### config.mk
export PLATFORM = sky130hd
export DESIGN_NAME = mono_mode_ctrl_flat
export DESIGN_NICKNAME = d
export VERILOG_FILES = /design/src/rtl/mono_mode_if.sv /design/src/rtl/mono_mode_ctrl.sv /design/src/flat_wrapper.sv
export SDC_FILE = /design/constraint.sdc
export NUM_CORES = 1
export LEC_CHECK = 0
export ABC_CLOCK_PERIOD_IN_PS = 1800
export BUFFER_PORTS_ARGS = -buffer_cell sky130_fd_sc_hd__buf_2
export CAP_MARGIN = 10
export CORE_ASPECT_RATIO = 0.75
export CORE_MARGIN = 10
export CORE_UTILIZATION = 50
export CTS_CLUSTER_SIZE = 24
export DETAILED_ROUTE_END_ITERATION = 8
export GPL_ROUTABILITY_DRIVEN = 0
export MAX_ROUTING_LAYER = met4
export PLACE_DENSITY_LB_ADDON = 0.2
export SETUP_SLACK_MARGIN = 0.2
export SKIP_LAST_GASP = 1
export SYNTH_ARGS = -nofsm -noshare
export SYNTH_HDL_FRONTEND = slang
export SYNTH_SLANG_ARGS = --single-unit
export TNS_END_PERCENT = 50
### constraint.sdc
create_clock -name clk_vga -period 1.8 [get_ports clk_vga]
set_input_delay 0.27 -clock clk_vga [delete_from_list [all_inputs] [get_ports clk_vga]]
set_output_delay 0.27 -clock clk_vga [all_outputs]
set_load 0.01 [all_outputs]
### src/rtl/mono_mode_if.sv
// Request/status bundle between the keyboard/IO side and mono_mode_ctrl.
interface mono_mode_if;
  logic [7:0] kb_code;
  logic       kb_valid;
  logic       io_wr;
  logic [1:0] io_data;
  logic       vsync;
  logic [1:0] mode;
  logic       pending;
  logic       led;

  modport master (
    output kb_code, kb_valid, io_wr, io_data, vsync,
    input  mode, pending, led
  );

  modport slave (
    input  kb_code, kb_valid, io_wr, io_data, vsync,
    output mode, pending, led
  );
endinterface

### src/rtl/mono_mode_ctrl.sv
// Colour/monochrome mode sequencer: hotkey or CPU requests, committed at vsync start or on timeout.
// Optional LED blink-out of the committed mode with macro MONO_LED_BLINK_EN.
module mono_mode_ctrl #(
  parameter logic [7:0]  HOTKEY_CODE  = 8'h7E,
  parameter logic [1:0]  RESET_MODE   = 2'b00,
  parameter logic        VS_ACTIVE    = 1'b0,
  parameter int unsigned TIMEOUT      = 1000000,
  parameter int unsigned BLINK_CYCLES = 2857142
) (
  input logic       clk_vga,
  input logic       rst_n,
  mono_mode_if.slave bus
);

  localparam logic [7:0]  CODE_EXT = 8'hE0;
  localparam logic [7:0]  CODE_BRK = 8'hF0;
  localparam int unsigned TW       = $clog2(TIMEOUT + 1);

  if (TIMEOUT == 0) begin : g_bad_timeout
    $error("mono_mode_ctrl: TIMEOUT must be non-zero");
  end
  if (BLINK_CYCLES == 0) begin : g_bad_blink
    $error("mono_mode_ctrl: BLINK_CYCLES must be non-zero");
  end

  typedef enum logic [1:0] {P_IDLE, P_EXT, P_BRK, P_EXTBRK} parse_e;

  parse_e         parse_q;
  logic           held_q;
  logic [1:0]     mode_q;
  logic [1:0]     target_q;
  logic           pending_q;
  logic [TW-1:0]  tcnt_q;
  logic           vs_q;
  logic           led_q;

  logic           press;
  logic           req;
  logic           vs_edge;
  logic           commit;
  logic [1:0]     base;
  logic [1:0]     mode_d;

  // Request/commit decode; a request in the commit cycle defers the commit
  always_comb begin
    press   = 1'b0;
    if (bus.kb_valid && (parse_q == P_IDLE) && (bus.kb_code == HOTKEY_CODE) && !held_q)
      press = 1'b1;
    req     = bus.io_wr || press;
    vs_edge = (bus.vsync == VS_ACTIVE) && (vs_q != VS_ACTIVE);
    commit  = pending_q && !req && (vs_edge || (tcnt_q == TW'(TIMEOUT - 1)));
    base    = pending_q ? target_q : mode_q;
    mode_d  = commit ? target_q : mode_q;
  end

  // Set-2 scancode parser; held suppresses typematic repeats until the break code
  always_ff @(posedge clk_vga or negedge rst_n) begin
    if (!rst_n) begin
      parse_q <= P_IDLE;
      held_q  <= 1'b0;
    end else if (bus.kb_valid) begin
      case (parse_q)
        P_IDLE: begin
          if (bus.kb_code == CODE_EXT)         parse_q <= P_EXT;
          else if (bus.kb_code == CODE_BRK)    parse_q <= P_BRK;
          else if (bus.kb_code == HOTKEY_CODE) held_q  <= 1'b1;
        end
        P_EXT:   parse_q <= (bus.kb_code == CODE_BRK) ? P_EXTBRK : P_IDLE;
        P_BRK: begin
          if (bus.kb_code == HOTKEY_CODE) held_q <= 1'b0;
          parse_q <= P_IDLE;
        end
        default: parse_q <= P_IDLE;
      endcase
    end
  end

  // Request capture, vsync edge sampling and commit with timeout fallback
  always_ff @(posedge clk_vga or negedge rst_n) begin
    if (!rst_n) begin
      mode_q    <= RESET_MODE;
      target_q  <= RESET_MODE;
      pending_q <= 1'b0;
      tcnt_q    <= '0;
      vs_q      <= ~VS_ACTIVE;
    end else begin
      vs_q <= bus.vsync;
      if (bus.io_wr) begin
        target_q  <= bus.io_data;
        pending_q <= 1'b1;
        tcnt_q    <= '0;
      end else if (press) begin
        target_q  <= base + 2'd1;
        pending_q <= 1'b1;
        tcnt_q    <= '0;
      end else if (commit) begin
        mode_q    <= target_q;
        pending_q <= 1'b0;
        tcnt_q    <= '0;
      end else if (pending_q) begin
        tcnt_q    <= tcnt_q + TW'(1);
      end else begin
        tcnt_q    <= '0;
      end
    end
  end

`ifdef MONO_LED_BLINK_EN
  localparam int unsigned BW = $clog2(BLINK_CYCLES + 1);

  typedef enum logic [1:0] {B_IDLE, B_ON, B_OFF} blink_e;

  blink_e         blink_q;
  logic [2:0]     pulses_q;
  logic [BW-1:0]  bcnt_q;

  // Blink mode+1 pulses after each commit; a new commit restarts the sequence
  always_ff @(posedge clk_vga or negedge rst_n) begin
    if (!rst_n) begin
      blink_q  <= B_IDLE;
      pulses_q <= '0;
      bcnt_q   <= '0;
      led_q    <= 1'b0;
    end else if (commit) begin
      blink_q  <= B_ON;
      pulses_q <= {1'b0, mode_d} + 3'd1;
      bcnt_q   <= '0;
      led_q    <= 1'b1;
    end else begin
      case (blink_q)
        B_ON: begin
          if (bcnt_q == BW'(BLINK_CYCLES - 1)) begin
            blink_q <= B_OFF;
            bcnt_q  <= '0;
            led_q   <= 1'b0;
          end else begin
            bcnt_q  <= bcnt_q + BW'(1);
          end
        end
        B_OFF: begin
          if (bcnt_q == BW'(BLINK_CYCLES - 1)) begin
            bcnt_q <= '0;
            if (pulses_q <= 3'd1) begin
              blink_q <= B_IDLE;
            end else begin
              pulses_q <= pulses_q - 3'd1;
              blink_q  <= B_ON;
              led_q    <= 1'b1;
            end
          end else begin
            bcnt_q <= bcnt_q + BW'(1);
          end
        end
        default: begin
          bcnt_q <= '0;
          led_q  <= 1'b0;
        end
      endcase
    end
  end
`else
  // LED lit for any monochrome mode, tracking the mode register
  always_ff @(posedge clk_vga or negedge rst_n) begin
    if (!rst_n) led_q <= 1'b0;
    else        led_q <= (mode_d != 2'b00);
  end
`endif

  assign bus.mode    = mode_q;
  assign bus.pending = pending_q;
  assign bus.led     = led_q;

endmodule
### src/flat_wrapper.sv
// flat-port wrapper written by rule: the top's interface ports become plain ports
module mono_mode_ctrl_flat 
#(
  parameter logic [7:0]  HOTKEY_CODE  = 8'h7E,
  parameter logic [1:0]  RESET_MODE   = 2'b00,
  parameter logic        VS_ACTIVE    = 1'b0,
  parameter int unsigned TIMEOUT      = 1000000,
  parameter int unsigned BLINK_CYCLES = 2857142
)
  (clk_vga, rst_n, bus_kb_code, bus_kb_valid, bus_io_wr, bus_io_data, bus_vsync, bus_mode, bus_pending, bus_led);
  mono_mode_if bus_i ();
  input logic clk_vga;
  input logic rst_n;
  input wire logic [$bits(bus_i.kb_code)-1:0] bus_kb_code;
  input wire logic [$bits(bus_i.kb_valid)-1:0] bus_kb_valid;
  input wire logic [$bits(bus_i.io_wr)-1:0] bus_io_wr;
  input wire logic [$bits(bus_i.io_data)-1:0] bus_io_data;
  input wire logic [$bits(bus_i.vsync)-1:0] bus_vsync;
  output wire logic [$bits(bus_i.mode)-1:0] bus_mode;
  output wire logic [$bits(bus_i.pending)-1:0] bus_pending;
  output wire logic [$bits(bus_i.led)-1:0] bus_led;
  assign bus_i.kb_code = bus_kb_code;
  assign bus_i.kb_valid = bus_kb_valid;
  assign bus_i.io_wr = bus_io_wr;
  assign bus_i.io_data = bus_io_data;
  assign bus_i.vsync = bus_vsync;
  assign bus_mode = bus_i.mode;
  assign bus_pending = bus_i.pending;
  assign bus_led = bus_i.led;
  mono_mode_ctrl #(.HOTKEY_CODE(HOTKEY_CODE), .RESET_MODE(RESET_MODE), .VS_ACTIVE(VS_ACTIVE), .TIMEOUT(TIMEOUT), .BLINK_CYCLES(BLINK_CYCLES)) u_core (.clk_vga(clk_vga), .rst_n(rst_n), .bus(bus_i));
endmodule
==> results of run 1 <==
==> metal layers <==
layer  up-vias  routed length, um
met1       555               1520
met4         0                 60
met5         -                  0
met2        16               1480
met3         9                139
li1        571                  -
==> state kept, by name (all words and copies together) (netlist names) <==
name,flops
u_core.tcnt_q,20
u_core.bus.mode,2
u_core.parse_q,2
u_core.target_q,2
u_core.bus.led,1
u_core.bus.pending,1
u_core.held_q,1
u_core.vs_q,1
==> repair_timing <==
item | in CTS | in global routing
endpoints found under the setup margin | 22 | 25
setup buffers | 2 | 2
gates resized for setup | 6 | 3
pin swaps | 3 | 2
==> power by group <==
part | switching, W | internal (W)
logic | 0.0000910 | 0.0000944
registers | 0.0000393 | 0.000710
clock network | 0.000235 | 0.000265
==> area by class of cell <==
class | count | area (um^2) | share of cell area (%)
clock buffer | 7 | 76.3 | 4.05
inverter | 7 | 26.3 | 1.40
multi-input combinational | 109 | 818 | 43.5
sequential | 30 | 752 | 39.9
tap | 38 | 47.5 | 2.52
timing repair buffer | 26 | 163 | 8.64
==> cell usage after synthesis (all sizes together) <==
cell    number  area share [%]
and3b        1            0.56
nor4bb       1            0.64
nor4         4             3.5
buf          2             1.4
and3         3             1.5
nor4b        1            0.56
xnor2        9             5.0
a21oi        1            0.32
dfrtp       29              46
nor3         4             1.9
ha           1            0.80
o21ai        4             1.3
and4b        1            0.64
inv          7             1.7
mux2         3             2.6
o32ai        1             1.8
nand2        9             2.6
dfstp        1             1.7
mux2i        2             1.3
xor2        11             6.1
nor2b        1            0.40
nand4        3             1.2
a211oi       3             1.4
nand2b       2            0.96
nand3       11             4.3
nand4b       1            0.96
and4         2             1.1
nor2        28             6.7
or3          1            0.40
or2          1            0.40
==> final timing paths <==
kind	end	slack (ns)	start
max	u_core.tcnt_q[6]	0.15	u_core.tcnt_q[16]
min	u_core.parse_q[0]	0.008	rst_n
max reg2reg	u_core.tcnt_q[6]	0.15	u_core.tcnt_q[16]
min reg2reg	u_core.held_q	0.48	u_core.parse_q[1]
max in group asynchronous	u_core.tcnt_q[6]	1.38	rst_n
min in group clk_vga	u_core.vs_q	0.12	bus_vsync
==> kinds of logic (layout without fill, tap and decap cells) <==
family,Yosys count,after routing,share of synthesized area (%)
compound gates,9,9,4.78
xor+xnor,20,20,11.2
fa+ha+maj,1,1,0.797
buf+inv,9,40,3.11
flops,30,30,47.9
mux,5,5,3.90
simple gates,74,74,28.4
==> stage by stage <==
step	power [W]	cell area, um^2
3_3_place_gp	0.000930	1730
6_report	0.00143	1880
2_1_floorplan	0.000859	1570
4_1_cts	0.00145	1850
3_5_place_dp	0.000938	1730
5_1_grt	0.00150	1880
==> worst max-delay path, cell delays in order, from the launching register on <==
cell	delay (ns)
dfrtp_1	0.39
and3_1	0.20
nand4b_2	0.15
o32ai_4	0.37
nand2b_4	0.20
buf_12	0.15
nor2_1	0.06
==> qor.txt, run 1 <==
===========================================================================
Final routed wire length divided by cell count                      14.8 um
Clk slew on worst S/H paths                                         0.06 ns
Number of nets still failing antenna checks after routing                 0
Via/cell ratio                                                         5.30
Synthesized net count                                                   164
Clock buffer depth                                                        2
Number of DRC markers in iteration 0                                     32
Final-report setup violation count                                        0
Core Rows                                                                17
Clock net sink count                                                     30
Worst setup margin                                                 0.153 ns
Dpl cells                                                               206
Floorplan die width                                                 84.7 um
Detailed-route DRC error count                                            0
Core box area                                                     2980 um^2
Max capacitance violation total                                           0
DIE AREA                                                          5810 um^2
Final core area utilization                                           63.2%
Total Wirelength                                                    3200 um
Met3 Resource Use GR                                                  4.33%
IR Drop Worst-Case VDD                                               515 uV
CTS buffer count                                                          5
Via total after detailed routing                                      1,151
Clock tree from TritonCTS                                              done
Final count of pins violating max slew                                    0
Clock Skews                                                      0.00225 ns
Maximum net fanout on the critical path                                  20
First-pass GRT wire length                                          5550 um
Number of buffer cells added on primary ports                            18
Pre-CTS setup slack                                               0.0816 ns
Post-route worst hold slack                                      0.00765 ns
Maximum number of pins on one net before global-route repair             31
CTS Root Buffer Type                                               clkbuf_8
Global Route Usage Sum                                                12.4%
Latest clock arrival within the worst-skew pair                     0.28 ns
Power density over cell area                                    762 nW/um^2
Final TNS setup                                                        0 ns
Met2 layer usage reported by global route                             18.4%
Number of top-level pins                                                 19
Number of synthesis warnings                                              0
Remaining global-route overflow                                           0
Cell area after synthesis                                         1570 um^2
Die H                                                               68.5 um
Maximum clock rate                                                  607 MHz
Sequential cell area fraction in the yosys report                     47.9%
Global routing usage on met1                                          15.0%
Status                                                         finished clean
Most common cell after layout, fill and taps aside                  dfrtp_1
Filler cells                                                            249
Depth of the CTS H-tree                                                   2
Initial DRT Pass Iterations                                               4
Critical setup path kind                                       flop to flop
Worst max-slew margin expressed relative to the limit                 57.4%
Lkg Pwr                                                            0.867 nW
Number of antenna repair diodes                                           0
Initial antenna violation count                                           0
Number of global-route vias before repair                             1,179
Type of element launching the critical path                            flop
Initial core utilization                                              52.7%
Number of non-filler instances in the completed layout                  217
Fraction of final layout cells sized beyond drive strength 1          29.1%
R2r worst-path depth                                                      6
GRT busiest layer                                                      met2
Endpoint class of the critical path                                    flop
Post-cts hold buffer count                                                0
Type of the most critical hold path                            primary input to async pin
Avg Inst Size Synth                                               10.6 um^2
Post-DP HPWL                                                        2310 um
Post-layout nets                                                        195
Area added between synthesis and finish                               19.9%
Number of hold violations in the final report                             0
Required time at the endpoint of the critical path                  1.96 ns
Final Cycle Share                                                     91.5%
Synth Instances                                                         148
Shortest period the worst path allows                               1.65 ns
Setup repair after global routing missed its margin                    true
Distinct cell type count of the synthesized netlist                      37
Flip-flop and latch count after synthesis                                30
Most frequent cells in the layout                              dfrtp_1 (29), nor2_1 (28), buf_2 (18)
Signal arrival time at the worst endpoint                           1.81 ns
Transition time at the pin with the least slew margin              0.639 ns
===========================================================================
Note: power is estimated with default switching activity, not from simulation.
==> run 2: changes to the inputs <==
--- a/config.mk
+++ b/config.mk
@@ -8,9 +8,11 @@
 export ABC_CLOCK_PERIOD_IN_PS = 1800
 export BUFFER_PORTS_ARGS = -buffer_cell sky130_fd_sc_hd__buf_2
 export CAP_MARGIN = 10
+export CELL_PAD_IN_SITES_DETAIL_PLACEMENT = 0
+export CELL_PAD_IN_SITES_GLOBAL_PLACEMENT = 2
 export CORE_ASPECT_RATIO = 0.75
 export CORE_MARGIN = 10
-export CORE_UTILIZATION = 50
+export CORE_UTILIZATION = 37
 export CTS_CLUSTER_SIZE = 24
 export DETAILED_ROUTE_END_ITERATION = 8
 export GPL_ROUTABILITY_DRIVEN = 0
==> qor.txt, run 2 (synthesis results as in run 1) <==
===========================================================================
Initial DRT Pass Iterations                                               4   unchanged
Register-to-register setup slack                                    0.16 ns   about the same
Shortest period the worst path allows                               1.64 ns   -0.00863 ns
Final Cycle Share                                                     91.0%   -0.48 points
Final-report setup violation count                                        0   unchanged
Via total after detailed routing                                      1,122   -2.5%
Maximum clock rate                                                  610 MHz   +0.53%
Number of antenna repair diodes                                           0   unchanged
Most common cell after layout, fill and taps aside                  dfrtp_1
Maximum number of pins on one net before global-route repair             31   unchanged
Worst max-slew margin expressed relative to the limit                 56.0%   -1.4 points
Transition time at the pin with the least slew margin              0.660 ns   +0.0206 ns
Clock tree from TritonCTS                                              done
Post-layout nets                                                        195   unchanged
Filler cells                                                            379   +52%
Type of the most critical hold path                            primary input to async pin
Number of top-level pins                                                 19   unchanged
Area added between synthesis and finish                               21.4%
Clock Skews                                                      0.00838 ns   +0.00612 ns
Final routed wire length divided by cell count                      13.2 um   -11%
Max capacitance violation total                                           0   unchanged
Number of buffer cells added on primary ports                            18   unchanged
Clock buffer depth                                                        2   unchanged
Post-route worst hold slack                                       0.0164 ns   +0.00872 ns
Final count of pins violating max slew                                    0   unchanged
Number of nets still failing antenna checks after routing                 0   unchanged
Total Wirelength                                                    3100 um   -3.3%
Endpoint class of the critical path                                    flop
Largest register by flop count                                 u_core.tcnt_q
Power density over cell area                                    780 nW/um^2   +2.4%
Slowest CP cell                                                     dfrtp_1
IR Drop Worst-Case VDD                                               463 uV   -10%
Number of global-route vias before repair                             1,126   -4.5%
CTS Root Buffer Type                                               clkbuf_8
Largest stage delay on the critical path                            0.40 ns   about the same
Type of element launching the critical path                            flop
Detailed-route DRC error count                                            0   unchanged
Number of DRC markers in iteration 0                                     58   +81%
Clk slew on worst S/H paths                                         0.07 ns   about the same
Most frequent cells in the layout                              dfrtp_1 (29), nor2_1 (28), buf_2 (18)
CTS buffer count                                                          5   unchanged
Lkg Pwr                                                            0.867 nW   about the same
Depth of the CTS H-tree                                                   2   unchanged
Fraction of final layout cells sized beyond drive strength 1          29.4%   +0.39 points
Die H                                                               76.4 um   +12%
Critical setup path kind                                       flop to flop
Core box area                                                     4080 um^2   +37%
Initial core utilization                                              38.5%   -14 points
Maximum net fanout on the critical path                                   3   -85%
Post-DP HPWL                                                        2300 um   about the same
Number of flip-flops under the largest register name                     20   unchanged
DIE AREA                                                          7280 um^2   +25%
Latest clock arrival within the worst-skew pair                     0.28 ns   about the same
First-pass GRT wire length                                          5440 um   -2.1%
Core Rows                                                                20   +3
Final TNS setup                                                        0 ns   unchanged
Remaining global-route overflow                                           0   unchanged
Crit-path cells                                                nor4bb_2, and4_1, nor3_2, nand2_4, mux2_4
Register area                                                      752 um^2   unchanged
Number of hold violations in the final report                             0   unchanged
Via/cell ratio                                                         4.77   -10%
Global Route Usage Sum                                                9.78%   -2.6 points
Clock net sink count                                                     30   unchanged
Required time at the endpoint of the critical path                  1.96 ns   about the same
Setup repair after global routing missed its margin                    true
Signal arrival time at the worst endpoint                           1.80 ns   about the same
Initial antenna violation count                                           0   unchanged
Status                                                         finished clean
Multi-input gate area                                              806 um^2   -1.5%
Floorplan die width                                                 95.2 um   +12%
===========================================================================
==> run 2: final cells by class <==
class / count / share of cell area (%)
clock inverters: 1 / 0.262
multi-input cells: 109 / 42.3
inverters: 7 / 1.38
clock buffers: 7 / 4.53
repair buffers: 26 / 8.53
well taps: 55 / 3.61
flip-flops and latches: 30 / 39.4
==> run 2: layer usage <==
| metal | global-route usage [%] | vias up | routed length, um |
|---|---|---|---|
| li1 | - | 568 | - |
| met1 | 13.3 | 532 | 1580 |
| met2 | 12.2 | 15 | 1300 |
| met3 | 3.74 | 7 | 163 |
| met4 | 4.48 | 0 | 49 |
| met5 | - | - | 0 |
==> run 2: path summary, 6_finish.rpt <==
kind / endpoint / depth (start not counted) / start
max in group asynchronous: u_core.tcnt_q[19] / 1 / rst_n
min: u_core.tcnt_q[1] / 1 / rst_n
max: u_core.bus.mode[1] / 5 / u_core.parse_q[0]
max reg2reg: u_core.bus.mode[1] / 5 / u_core.parse_q[0]
min reg2reg: u_core.held_q / 1 / u_core.parse_q[1]
min in group clk_vga: u_core.vs_q / 1 / bus_vsync
==> run 2: power by group <==
group,leakage [nW],switching (W),internal (W),total (W)
Clock,0.0482,0.000253,0.000308,0.000561
Combinational,0.425,0.0000880,0.0000916,0.000180
Sequential,0.394,0.0000382,0.000709,0.000748
==> run 2: what timing repair did <==
item                       CTS  global route
hold buffers                 0             0
pin swaps                    0             1
resized for setup            5             1
setup buffers                2             0
setup endpoints to repair   22            24
==> run 2: metrics by stage <==
step	cells	util (%)	power (W)	area, um^2	setup slack (ns)
after floorplan	148	-	0.000859	1570	0.225
after global placement	225	43.3	0.000935	1760	0.104
after detailed placement	225	43.3	0.000938	1760	0.0885
after CTS	235	46.6	0.00150	1900	0.149
after global routing	235	46.7	0.00156	1910	0.0530
final	235	46.7	0.00149	1910	0.162
==> run 2: worst max-delay path: cells and delay by family, from the launching register on <==
family,cells,cell delay [ns]
flops,1,0.40
mux,1,0.29
simple gates,4,0.83
